==> src/rtl/pipe_pkg.sv <==
// Shared definitions for the pipe_stage_reg slice: control states, occupancy width
// and the state-to-occupancy decode.
package pipe_pkg;

  localparam int OCC_W = 2;

  typedef enum logic [1:0] {
    EMPTY = 2'd0,
    HALF  = 2'd1,
    FULL  = 2'd2
  } pipe_state_e;

  function automatic logic [OCC_W-1:0] occ_of(input pipe_state_e st);
    case (st)
      EMPTY:   occ_of = 2'd0;
      HALF:    occ_of = 2'd1;
      FULL:    occ_of = 2'd2;
      default: occ_of = 2'd0;
    endcase
  endfunction

endpackage

==> src/rtl/pipe_data_reg.sv <==
// WIDTH-bit payload register with load enable and asynchronous active-high reset to RESET_VAL.
module pipe_data_reg
  import pipe_pkg::*;
#(
  parameter int unsigned      WIDTH     = 32,
  parameter logic [WIDTH-1:0] RESET_VAL = {WIDTH{1'b0}}
) (
  input  logic             clk,
  input  logic             reset,
  input  logic             load_i,
  input  logic [WIDTH-1:0] d_i,
  output logic [WIDTH-1:0] q_o
);

  logic [WIDTH-1:0] data_q;

  assign q_o = data_q;

  // Payload storage: reset value, load, or hold.
  always_ff @(posedge clk or posedge reset) begin
    if (reset) begin
      data_q <= RESET_VAL;
    end else if (load_i) begin
      data_q <= d_i;
    end else begin
      data_q <= data_q;
    end
  end

endmodule

==> src/rtl/pipe_stage_reg.sv <==
// pipe_stage_reg: valid/ready pipeline register. Defining PIPE_STAGE_SKID_EN adds a skid
// register and FULL state so in_ready is registered; otherwise in_ready is combinational.
module pipe_stage_reg
  import pipe_pkg::*;
#(
  parameter int unsigned      WIDTH     = 32,
  parameter logic [WIDTH-1:0] RESET_VAL = {WIDTH{1'b0}}
) (
  input  logic             clk,
  input  logic             reset,
  input  logic             flush,
  input  logic             in_valid,
  input  logic [WIDTH-1:0] in_data,
  output logic             in_ready,
  output logic             out_valid,
  output logic [WIDTH-1:0] out_data,
  input  logic             out_ready,
  output logic [OCC_W-1:0] occ
);

  pipe_state_e      state_q;
  pipe_state_e      state_d;
  logic             out_valid_q;
  logic [OCC_W-1:0] occ_q;
  logic             push_s;
  logic             pop_s;
  logic             main_load_s;
  logic [WIDTH-1:0] main_q;
  logic [WIDTH-1:0] main_din_s;

`ifdef PIPE_STAGE_SKID_EN
  logic             skid_load_s;
  logic             main_from_skid_s;
  logic             in_ready_q;
  logic [WIDTH-1:0] skid_q;
`endif

  assign out_valid = out_valid_q;
  assign out_data  = main_q;
  assign occ       = occ_q;
  assign push_s    = in_valid && in_ready;
  assign pop_s     = out_valid_q && out_ready;

`ifdef PIPE_STAGE_SKID_EN
  assign in_ready   = in_ready_q;
  assign main_din_s = main_from_skid_s ? skid_q : in_data;
`else
  assign in_ready   = !reset && (!out_valid_q || out_ready);
  assign main_din_s = in_data;
`endif

  // Next-state and register load decode; flush overrides any push or pop.
  always_comb begin
    state_d     = state_q;
    main_load_s = 1'b0;
`ifdef PIPE_STAGE_SKID_EN
    skid_load_s      = 1'b0;
    main_from_skid_s = 1'b0;
`endif
    if (flush) begin
      state_d = EMPTY;
    end else begin
      case (state_q)
        EMPTY: begin
          if (push_s) begin
            state_d     = HALF;
            main_load_s = 1'b1;
          end else begin
            state_d = EMPTY;
          end
        end
        HALF: begin
          if (push_s && pop_s) begin
            state_d     = HALF;
            main_load_s = 1'b1;
          end else if (push_s) begin
`ifdef PIPE_STAGE_SKID_EN
            state_d     = FULL;
            skid_load_s = 1'b1;
`else
            // in_ready is low here without a skid register, so this branch never fires
            state_d = HALF;
`endif
          end else if (pop_s) begin
            state_d = EMPTY;
          end else begin
            state_d = HALF;
          end
        end
        FULL: begin
`ifdef PIPE_STAGE_SKID_EN
          if (pop_s) begin
            state_d          = HALF;
            main_load_s      = 1'b1;
            main_from_skid_s = 1'b1;
          end else begin
            state_d = FULL;
          end
`else
          state_d = EMPTY;
`endif
        end
        default: begin
          state_d = EMPTY;
        end
      endcase
    end
  end

  // Control state plus its registered decodes (out_valid, occ).
  always_ff @(posedge clk or posedge reset) begin
    if (reset) begin
      state_q     <= EMPTY;
      out_valid_q <= 1'b0;
      occ_q       <= {OCC_W{1'b0}};
    end else begin
      state_q     <= state_d;
      out_valid_q <= (state_d != EMPTY);
      occ_q       <= occ_of(state_d);
    end
  end

`ifdef PIPE_STAGE_SKID_EN
  // Registered in_ready: low only while both registers are occupied.
  always_ff @(posedge clk or posedge reset) begin
    if (reset) begin
      in_ready_q <= 1'b0;
    end else begin
      in_ready_q <= (state_d != FULL);
    end
  end

  pipe_data_reg #(
    .WIDTH    (WIDTH),
    .RESET_VAL(RESET_VAL)
  ) u_skid (
    .clk   (clk),
    .reset (reset),
    .load_i(skid_load_s),
    .d_i   (in_data),
    .q_o   (skid_q)
  );
`endif

  pipe_data_reg #(
    .WIDTH    (WIDTH),
    .RESET_VAL(RESET_VAL)
  ) u_main (
    .clk   (clk),
    .reset (reset),
    .load_i(main_load_s),
    .d_i   (main_din_s),
    .q_o   (main_q)
  );

endmodule

==> config.mk <==
export PLATFORM = sky130hd
export DESIGN_NAME = pipe_stage_reg
export DESIGN_NICKNAME = d
export VERILOG_FILES = /design/src/rtl/pipe_pkg.sv /design/src/rtl/pipe_data_reg.sv /design/src/rtl/pipe_stage_reg.sv
export SDC_FILE = /design/constraint.sdc
export NUM_CORES = 1
export LEC_CHECK = 0
export CORE_MARGIN = 5
export CORE_UTILIZATION = 35
export CTS_CLUSTER_SIZE = 8
export DETAILED_ROUTE_END_ITERATION = 12
export PLACE_DENSITY = 0.74
export SETUP_SLACK_MARGIN = 0.15
export SLEW_MARGIN = 30
export SYNTH_ARGS = -nofsm -noshare
export SYNTH_HDL_FRONTEND = slang
export SYNTH_SLANG_ARGS = --single-unit
export TNS_END_PERCENT = 50
==> constraint.sdc <==
create_clock -name clk -period 2.03 [get_ports clk]
set_input_delay 0.406 -clock clk [delete_from_list [all_inputs] [get_ports clk]]
set_output_delay 0.406 -clock clk [all_outputs]
set_load 0.005 [all_outputs]
Yosys cells after proc, flatten, opt, wreduce, memory -nomap -nowiden
Index checks and enable logic that the tools add are counted.
{"block": "totals", "ff_bits": 37, "inputBits": 37, "wordCells": 27}
{"block": "classes", "reduce_logical": 9, "eq_ne": 3, "muxes": 11}
{"operator": "2-bit case mux with 2 select lines", "count": 2}
{"operator": "1-bit 2-to-1 mux", "count": 7}
{"operator": "2-bit by 1-bit equality test with 1-bit output, second input constant", "count": 2}
{"operator": "1-bit logical AND", "count": 4}
{"operator": "2-bit equality test, second input constant", "count": 1}
{"operator": "1-bit logical NOT", "count": 2}
{"operator": "2-bit logical NOT", "count": 1}
{"operator": "2-bit 2-to-1 mux", "count": 1}
{"operator": "1-bit case mux with 2 select lines", "count": 1}
{"operator": "2-bit nonzero test", "count": 1}
{"operator": "1-bit logical OR", "count": 1}

Depth between registers and ports, before layout
Gate-level depths: netlist of the first run.
{"block": "logic_depth", "word_depth": 10, "depth_mapped": 4, "depth_no_buf": 3}

Hierarchy
From an unflattened synthesis of the first run, not the netlist that was laid out.
{"block": "unflattened", "cells_unflattened": 80, "hier_area_um2": 1440.1}
{"module": "pipe_data_reg", "cells_per_inst": 69, "area_per_inst_um2": 1348.8, "instances": 1, "seq_area_each_um2": 800.8}
{"module": "pipe_stage_reg", "cells_per_inst": 11, "area_per_inst_um2": 91.3, "instances": 1, "seq_area_each_um2": 25.0}

Worst setup path after synthesis of the first run
Ideal clock, no wire load.
{"block": "synth_timing", "kind": "reg2reg", "from": "register, netlist name occ[0]", "to": "register u_main.data_q[10] (netlist: u_main.q_o[10])", "n_path_buf": 1, "period_less_slack_ps": 1555, "stages_incl_launch_ff": 5, "setup_time_ps": 125, "path_slack_ps": 475, "t_arrival_ps": 1431, "t_required_ps": 1905, "cell_sequence": "dfrtp_1 -> nor2b_4 -> nor4b_4 -> buf_6 -> mux2_2"}
{"item": "end signal: assignment", "line": "pipe_data_reg.sv:24", "source": "data_q <= d_i;"}
{"item": "end signal: assignment", "line": "pipe_data_reg.sv:26", "source": "data_q <= data_q;"}
{"item": "end: declaration", "line": "pipe_data_reg.sv:15", "source": "logic [WIDTH-1:0] data_q;"}

Final worst setup path of the first run
{"block": "layout_timing", "from": "input port out_ready", "to": "output port in_ready"}
{"block": "layout_between", "elab_chain_cells": 2}
{"item": "start: declaration", "line": "pipe_stage_reg.sv:17", "source": "input logic out_ready,"}
{"item": "1-bit logical OR", "line": "pipe_stage_reg.sv:48", "source": "assign in_ready = !reset && (!out_valid_q || out_ready);"}
{"item": "1-bit logical AND", "line": "pipe_stage_reg.sv:48"}
{"item": "end: declaration", "line": "pipe_stage_reg.sv:14", "source": "output logic in_ready,"}
No other way between the ends.

==> run summary, run 1 <==
The flow ran to the end, and the final reports show no timing, DRC or antenna violations. The final route contains 891 vias. Clock-pin slew was measured on the worst setup and hold paths at approximately 0.06 ns.

The netlist uses 11 different library cells. Clock tree synthesis found a total of 33 sinks. The number of pins exceeding their max-slew limit in the final report is 0. The floorplan step defined a core boundary enclosing 3630 µm². The via count of the first global-routing pass is just over 900. After global routing the overflow that remains totals 0. The average cell area after synthesis is around 17 µm².

The global-route wire length before repair is about 4.6 mm. The maximum buffer depth of the clock tree came out at 2. The number of H-tree levels is 2. The via count normalized by instance count is around 4.5. The number of nets at the end of the flow is about 190. The critical path launch point type is an input pin. The signal on the critical path passes through clkdlybuf4s50_1, nor2b_4, nor2_1, dlygate4sd2_1. The DRC violation total after the first TritonRoute iteration came out at 22. The slowest library cell on the worst path is sky130_fd_sc_hd__clkdlybuf4s50_1.

The critical path data required time is roughly 1.6 ns. CTS placed an instance of sky130_fd_sc_hd__clkbuf_8 at the clock tree root. The post-route minimum period is 1.74 ns. The synthesized instance count is 77. The synthesized net count came out at ~110. The post-placement setup slack is between 0.02 and 0.03 ns. The number of detailed-routing iterations run before antenna repair is 2. The maximum cell stage delay along the critical path is around 0.45 ns. The die height is slightly above 70 µm.

The total DRC errors in the routed layout is 0. Of all nets on the critical path, the largest fanout is 3. The final weighted congestion in routability-driven placement is 0.797. The largest net degree at the start of global routing is 34. The count of boundary I/O pins came out at 73. In the post-route analysis, the smallest setup slack over all paths is around 0.29 ns. The commonest non-fill, non-tap cell in the layout is sky130_fd_sc_hd__clkdlybuf4s50_1. The fraction of layout instances using a drive strength above 1 is between 20% and 30%. The clock skew came out at about 0.0047 ns. The number of max-capacitance violations reported is 0. The overall track demand over capacity in global routing came out at around an eighth. The post-detailed-route wirelength per cell came out at 14.2 µm.

The critical path class is input pin to output port. The initial antenna violation count was 0. The filler cell count in the final layout is 303. The total wire length after detailed routing is approximately 2.8 mm. The initial standard-cell utilization of the core is a little over a third. The area growth from synthesis to layout came out at 64.4%. The number of port buffers came out at 71. The overall die width is roughly 71 µm.

The clock tree from TritonCTS is built. The worst setup path is captured at an output port. The arrival time at the worst endpoint came out at 1.34 ns. The leakage power summed over all cells came out at 0.885 nW. The maximum operating frequency is ~0.57 GHz.

The path class of the lowest-slack min-delay path is flop to flop. The share of the Yosys chip area taken by registers is 63.8%. Once detailed placement completed, the half-perimeter wirelength came to 2.21 mm. The number of antenna diodes in the final layout is 0. The number of CTS-inserted buffers came out at 5. The Yosys step of the flow raised 0 warnings. The total count of hold-check failures in the final report is 0. The latest clock arrival within the worst-skew pair is 0.27 ns. In this run the post-CTS setup repair buffer count came out at 0. The ratio of total power to cell area is about 870 nW/µm². Setup repair after global routing left no endpoint under its margin. The number of hold-repair buffers added at the cts stage is 0. The remaining antenna violation count came out at 0. The count of instances resized after the clock tree is built came out at 1. The cell area that synthesis handed to floorplanning was around 1300 µm².

The worst ir drop on vdd is ~0.00046 V. Setup violations remaining at the end of the flow were counted as 0. In the layout the commonest cells are 70 x sky130_fd_sc_hd__clkdlybuf4s50_1, 33 x sky130_fd_sc_hd__dfrtp_1, 30 x sky130_fd_sc_hd__mux2_2.

The cell family contributing the most delay on the critical path is buffers and inverters. The die outline area is 5020 µm². The row count is 22.

The buffer and inverter count on the worst path is 2. The post-synthesis sequential element count came out at 33. Summed over all failing endpoints, the final setup total negative slack is 0 ns. The share of the clock period used by the worst path came out at approximately 86%.
## path summary, 6_finish.rpt
path,from,end,slack (ns),cells past startpoint
min in group asynchronous,reset,occ[0],0.65,3
setup reg to reg,occ[0],u_main.q_o[31],0.50,4
hold / removal,u_main.q_o[4],u_main.q_o[4],0.49,1
max in group asynchronous,reset,u_main.q_o[22],1.10,3
hold reg to reg,u_main.q_o[4],u_main.q_o[4],0.49,1
setup / recovery,out_ready,in_ready,0.29,4
## stage by stage
step	instance area (µm²)	utilization (%)	total power [mW]	hold slack, ns	cells
2_1_floorplan	1290	-	1.03	0.483	77
3_3_place_gp	2040	56.3	1.38	0.471	193
3_5_place_dp	2040	56.3	1.40	0.478	193
4_1_cts	2130	58.6	1.90	0.492	200
5_1_grt	2130	58.6	1.97	0.518	200
6_report	2130	58.6	1.85	0.488	200
## synth_stat cells
library cell,instances,area share [%]
sky130_fd_sc_hd__dfrtp_1,33,64
sky130_fd_sc_hd__mux2_2,30,26
sky130_fd_sc_hd__buf_6,3,2.6
sky130_fd_sc_hd__buf_4,2,1.2
sky130_fd_sc_hd__inv_1,2,0.58
sky130_fd_sc_hd__mux2_1,2,1.7
sky130_fd_sc_hd__a21o_1,1,0.58
sky130_fd_sc_hd__conb_1,1,0.29
sky130_fd_sc_hd__nor2_1,1,0.29
sky130_fd_sc_hd__nor2b_4,1,1.1
sky130_fd_sc_hd__nor4b_4,1,1.8
## sequential cells by signal, indices dropped and copies added, names as in the netlist
signal / flops
occ: 1
u_main.q_o: 32
## worst reg2reg max path: stages, from the launching register on
cell and delay [ns]:
sky130_fd_sc_hd__dfrtp_1 0.39, sky130_fd_sc_hd__nor2b_4 0.15, sky130_fd_sc_hd__nor4b_4 0.25, sky130_fd_sc_hd__buf_12 0.25
sky130_fd_sc_hd__mux2_2 0.37
## where the power goes
part           leakage, nW  total (mW)  internal [mW]  switching, mW
Clock               0.0443       0.476          0.268          0.208
Combinational        0.448       0.525          0.386          0.139
Sequential           0.392       0.853          0.790         0.0630
Total                0.885        1.85           1.44          0.410
## cells by family (layout without fill, tap and decap cells)
logic type             after synthesis  after routing  share of synthesized area [%]
buffers and inverters                7             82                           4.35
multiplexers                        32             32                           27.8
other                                1              1                          0.290
flip-flops                          33             33                           63.8
AO/OA/AOI/OAI                        1              1                          0.580
AND/OR/NAND/NOR                      3              3                           3.19
## area by class of cell
cell class | instances | area (µm²) | area share, %
tap | 48 | 60.1 | 2.82
sequential | 33 | 826 | 38.8
timing repair buffer | 73 | 737 | 34.6
inverter | 2 | 7.51 | 0.353
clock buffer | 7 | 86.3 | 4.05
multi-input combinational | 37 | 413 | 19.4
## routing by layer
metal	global-route usage (%)	vias up	wire length, µm
li1	-	409	-
met1	13.4	433	1140
met2	18.9	45	1400
met3	6.68	4	269
met4	3.76	0	34
met5	0	-	0
No activity file was read; power rests on OpenSTA's default activity.
==> run 2: changes to the inputs <==
--- a/config.mk
+++ b/config.mk
@@ -6,10 +6,10 @@
 export NUM_CORES = 1
 export LEC_CHECK = 0
 export CORE_MARGIN = 5
-export CORE_UTILIZATION = 35
+export CORE_UTILIZATION = 37
 export CTS_CLUSTER_SIZE = 8
 export DETAILED_ROUTE_END_ITERATION = 12
-export PLACE_DENSITY = 0.74
+export PLACE_DENSITY = 0.83
 export SETUP_SLACK_MARGIN = 0.15
 export SLEW_MARGIN = 30
 export SYNTH_ARGS = -nofsm -noshare
==> run 2 against run 1 <==
Compared with the run above: wire length rose by 4.1%; global-route usage rose by 1.5 points; register-to-register slack got worse by 0.04 ns; via count rose by 1.7%; total power fell by 7.4%; clock skew fell by 0.0015 ns; critical path type unchanged; critical endpoint unchanged; highest routed layer unchanged.
==> run summary, run 2 (synthesis results as in run 1) <==
The clock-pin slew of the registers on the worst-case setup and hold paths is 0.09 ns (was 0.06 ns). The endpoint of the most critical register-to-register path is u_main.q_o[29] (was u_main.q_o[31]). The critical path class was input pin to output port (unchanged). The number of pins exceeding their max-slew limit in the final report came out at 0 (unchanged).

Commonest cells after routing, fill and taps aside: 70 x sky130_fd_sc_hd__clkdlybuf4s50_1, 33 x sky130_fd_sc_hd__dfrtp_1, 30 x sky130_fd_sc_hd__mux2_2 (unchanged). The net load switching power came out at 0.411 mW (was 0.410 mW). The share of the clock period used by the worst path came to 86.1% (was 85.9%). The number of max-capacitance violations reported was 0 (unchanged). The post-layout instance count excluding filler cells was 201 (was 200). The count of vias placed by the detailed router is 906 (was 891). The setup TNS came out at 0 ns (unchanged). The global-route wire length before repair is 4.97 mm (was 4.55 mm). Result of the run: complete, no violations (unchanged). The start point of the worst min-delay path is u_main.q_o[19] (was u_main.q_o[4]). RSZ-0062 raised after global routing: no (unchanged). The number of setup violations in the final report is 0 (unchanged). The number of port buffers was 71 (unchanged).

The largest net degree at the start of global routing is 21 (was 34). The post-placement setup slack came to -0.00848 ns (was 0.0262 ns). The worst setup slack after layout came to 0.282 ns (was 0.286 ns).

The number of H-tree levels is 2 (unchanged). The path depth of the worst reg2reg path is 4 (unchanged). The portion of total power attributed to the clock network was 19.6% (was 25.7%). The overall die width is 69.2 µm (was 70.8 µm).

The initial standard-cell utilization of the core came out at 38.5% (was 35.6%). The clock tree from TritonCTS is built (unchanged). The standard cell area after detailed placement is 2040 µm² (unchanged). The cell area after layout came to 2090 µm² (was 2130 µm²). The count of boundary I/O pins is 73 (unchanged).

The detailed placer's ending HPWL came out at 2.44 mm (was 2.21 mm). The worst setup slack for register-to-register paths came to 0.46 ns (was 0.50 ns). The number of hold-repair buffers added at the cts stage is 0 (unchanged).

The latest clock arrival within the worst-skew pair came out at 0.32 ns (was 0.27 ns). The via count normalized by instance count is 4.51 (was 4.46). The number of detailed-routing iterations run before antenna repair came out at 4 (was 2). The total power came to 1.72 mW (was 1.85 mW). The die height is 69.2 µm (was 70.8 µm). The maximum operating frequency is 0.572 GHz (was 0.573 GHz). The worst hold slack across all endpoints was 0.513 ns (was 0.488 ns).

The area of the placeable core came out at 3360 µm² (was 3630 µm²). The arrival time at the worst endpoint came to 1.34 ns (about the same). The instance count along the most critical hold path is 1 (unchanged). The via count of the first global-routing pass is 1,043 (was 927).

The switching share of total power came out at 23.9% (was 22.1%). The worst ir drop on vdd came out at 0.000526 V (was 0.000456 V). The post-route minimum period came out at 1.75 ns (was 1.74 ns). The total wire length after detailed routing is 2.96 mm (was 2.84 mm). The clock sink total came out at 33 (unchanged). The initial antenna violation count came to 0 (unchanged). The final weighted congestion in routability-driven placement was 0.710 (was 0.797).

The cell-internal power is 1.31 mW (was 1.44 mW). The overall track demand over capacity in global routing is 13.3% (was 11.8%). The commonest non-fill, non-tap cell in the layout is sky130_fd_sc_hd__clkdlybuf4s50_1 (unchanged). The count of inserted antenna diode cells is 0 (unchanged). The total overflow reported by the global router was 0 (unchanged). The worst min-delay path endpoint is u_main.q_o[19] (was u_main.q_o[4]). The critical path launch point type is an input pin (unchanged). The biggest fanout along the worst timing path came out at 3 (unchanged).

The post-route core utilization was 62.3% (was 58.6%). The fraction of layout instances using a drive strength above 1 came out at 27.7% (was 26.3%). The number of placed instances, taps included is 193 (unchanged). The total count of hold-check failures in the final report is 0 (unchanged). The startpoint of the most critical register-to-register path is occ[0] (unchanged). The DRC violation total after the first TritonRoute iteration is 13 (was 22).

The number of nets at the end of the flow came out at 191 (was 189). The post-detailed-route wirelength per cell came out at 14.7 µm (was 14.2 µm). The leakage power summed over all cells was 0.879 nW (was 0.885 nW). The number of flip-flops in the largest register came to 32 (unchanged).

The root buffer cell is sky130_fd_sc_hd__clkbuf_4 (was sky130_fd_sc_hd__clkbuf_8). The die outline area is 4780 µm² (was 5020 µm²). The path class of the lowest-slack min-delay path is flop to flop (unchanged). The share of power burned in registers is 49.8% (was 46.0%). The remaining antenna violation count is 0 (unchanged). The logic gate share of total power is 30.6% (was 28.3%). The area growth from synthesis to layout came to 61.7% (was 64.4%). The maximum buffer depth of the clock tree is 2 (unchanged). The ratio of total power to cell area came out at 820 nW/µm² (was 871 nW/µm²).

The total DRC errors in the routed layout is 0 (unchanged). The critical path data required time is 1.62 ns (about the same). The row count came out at 21 (was 22). The number of CTS-inserted buffers came out at 5 (unchanged). The critical path capture point type was an output port (unchanged). The clock skew is 0.00316 ns (was 0.00466 ns).
-- run 2: cell count changes in the layout (fill, tap and decap cells not counted) --
cell and change:
sky130_fd_sc_hd__clkinv_2 +2, sky130_fd_sc_hd__buf_4 +3, sky130_fd_sc_hd__buf_12 -1, sky130_fd_sc_hd__clkbuf_4 +5, sky130_fd_sc_hd__clkbuf_8 -6
-- run 2: worst max path at each step --
stage | start | endpoint | slack [ns] | cells after the start
final | out_ready | in_ready | 0.28 | 4
after global routing | out_ready | in_ready | 0.24 | 4
after CTS | out_ready | in_ready | 0.27 | 4
after detailed placement | reset | u_main.q_o[3] | -0.008 | 4
after global placement | out_ready | u_main.q_o[2] | 0.05 | 5
after floorplan | occ[0] | u_main.q_o[10] | 0.47 | 4
-- run 2: layout make-up --
type / count / area [µm²]
timing repair buffer: 75 / 739
tap: 46 / 57.6
clock buffer: 6 / 41.3
fill: 285 / 1270
multi-input combinational: 37 / 413
clock inverter: 2 / 10.0
inverter: 2 / 7.51
sequential: 33 / 826
-- run 2: what timing repair did --
action                     in CTS  in global routing
setup endpoints to repair       1                  0
gates resized for setup         1                  0
setup buffers                   0                  0
-- run 2: power by group through the flow --
| stage | Clock (mW) | Sequential [mW] | Combinational (mW) |
|---|---|---|---|
| floorplan | 0 | 0.875 | 0.150 |
| global placement | 0 | 0.859 | 0.525 |
| detailed placement | 0 | 0.871 | 0.538 |
| CTS | 0.353 | 0.858 | 0.538 |
| global route | 0.383 | 0.874 | 0.564 |
| finish | 0.336 | 0.854 | 0.526 |
-- run 2: critical path: stages --
cell and delay (ns):
sky130_fd_sc_hd__clkdlybuf4s50_1 0.45, sky130_fd_sc_hd__nor2b_4 0.17, sky130_fd_sc_hd__nor2_1 0.05, sky130_fd_sc_hd__dlygate4sd2_1 0.26
-- run 2: layer usage --
metal,global-route usage (%),part of all wire (%)
met1,13.7,37
met3,6.10,8.6
met5,0,0
met4,5.86,1.7
met2,23.1,52
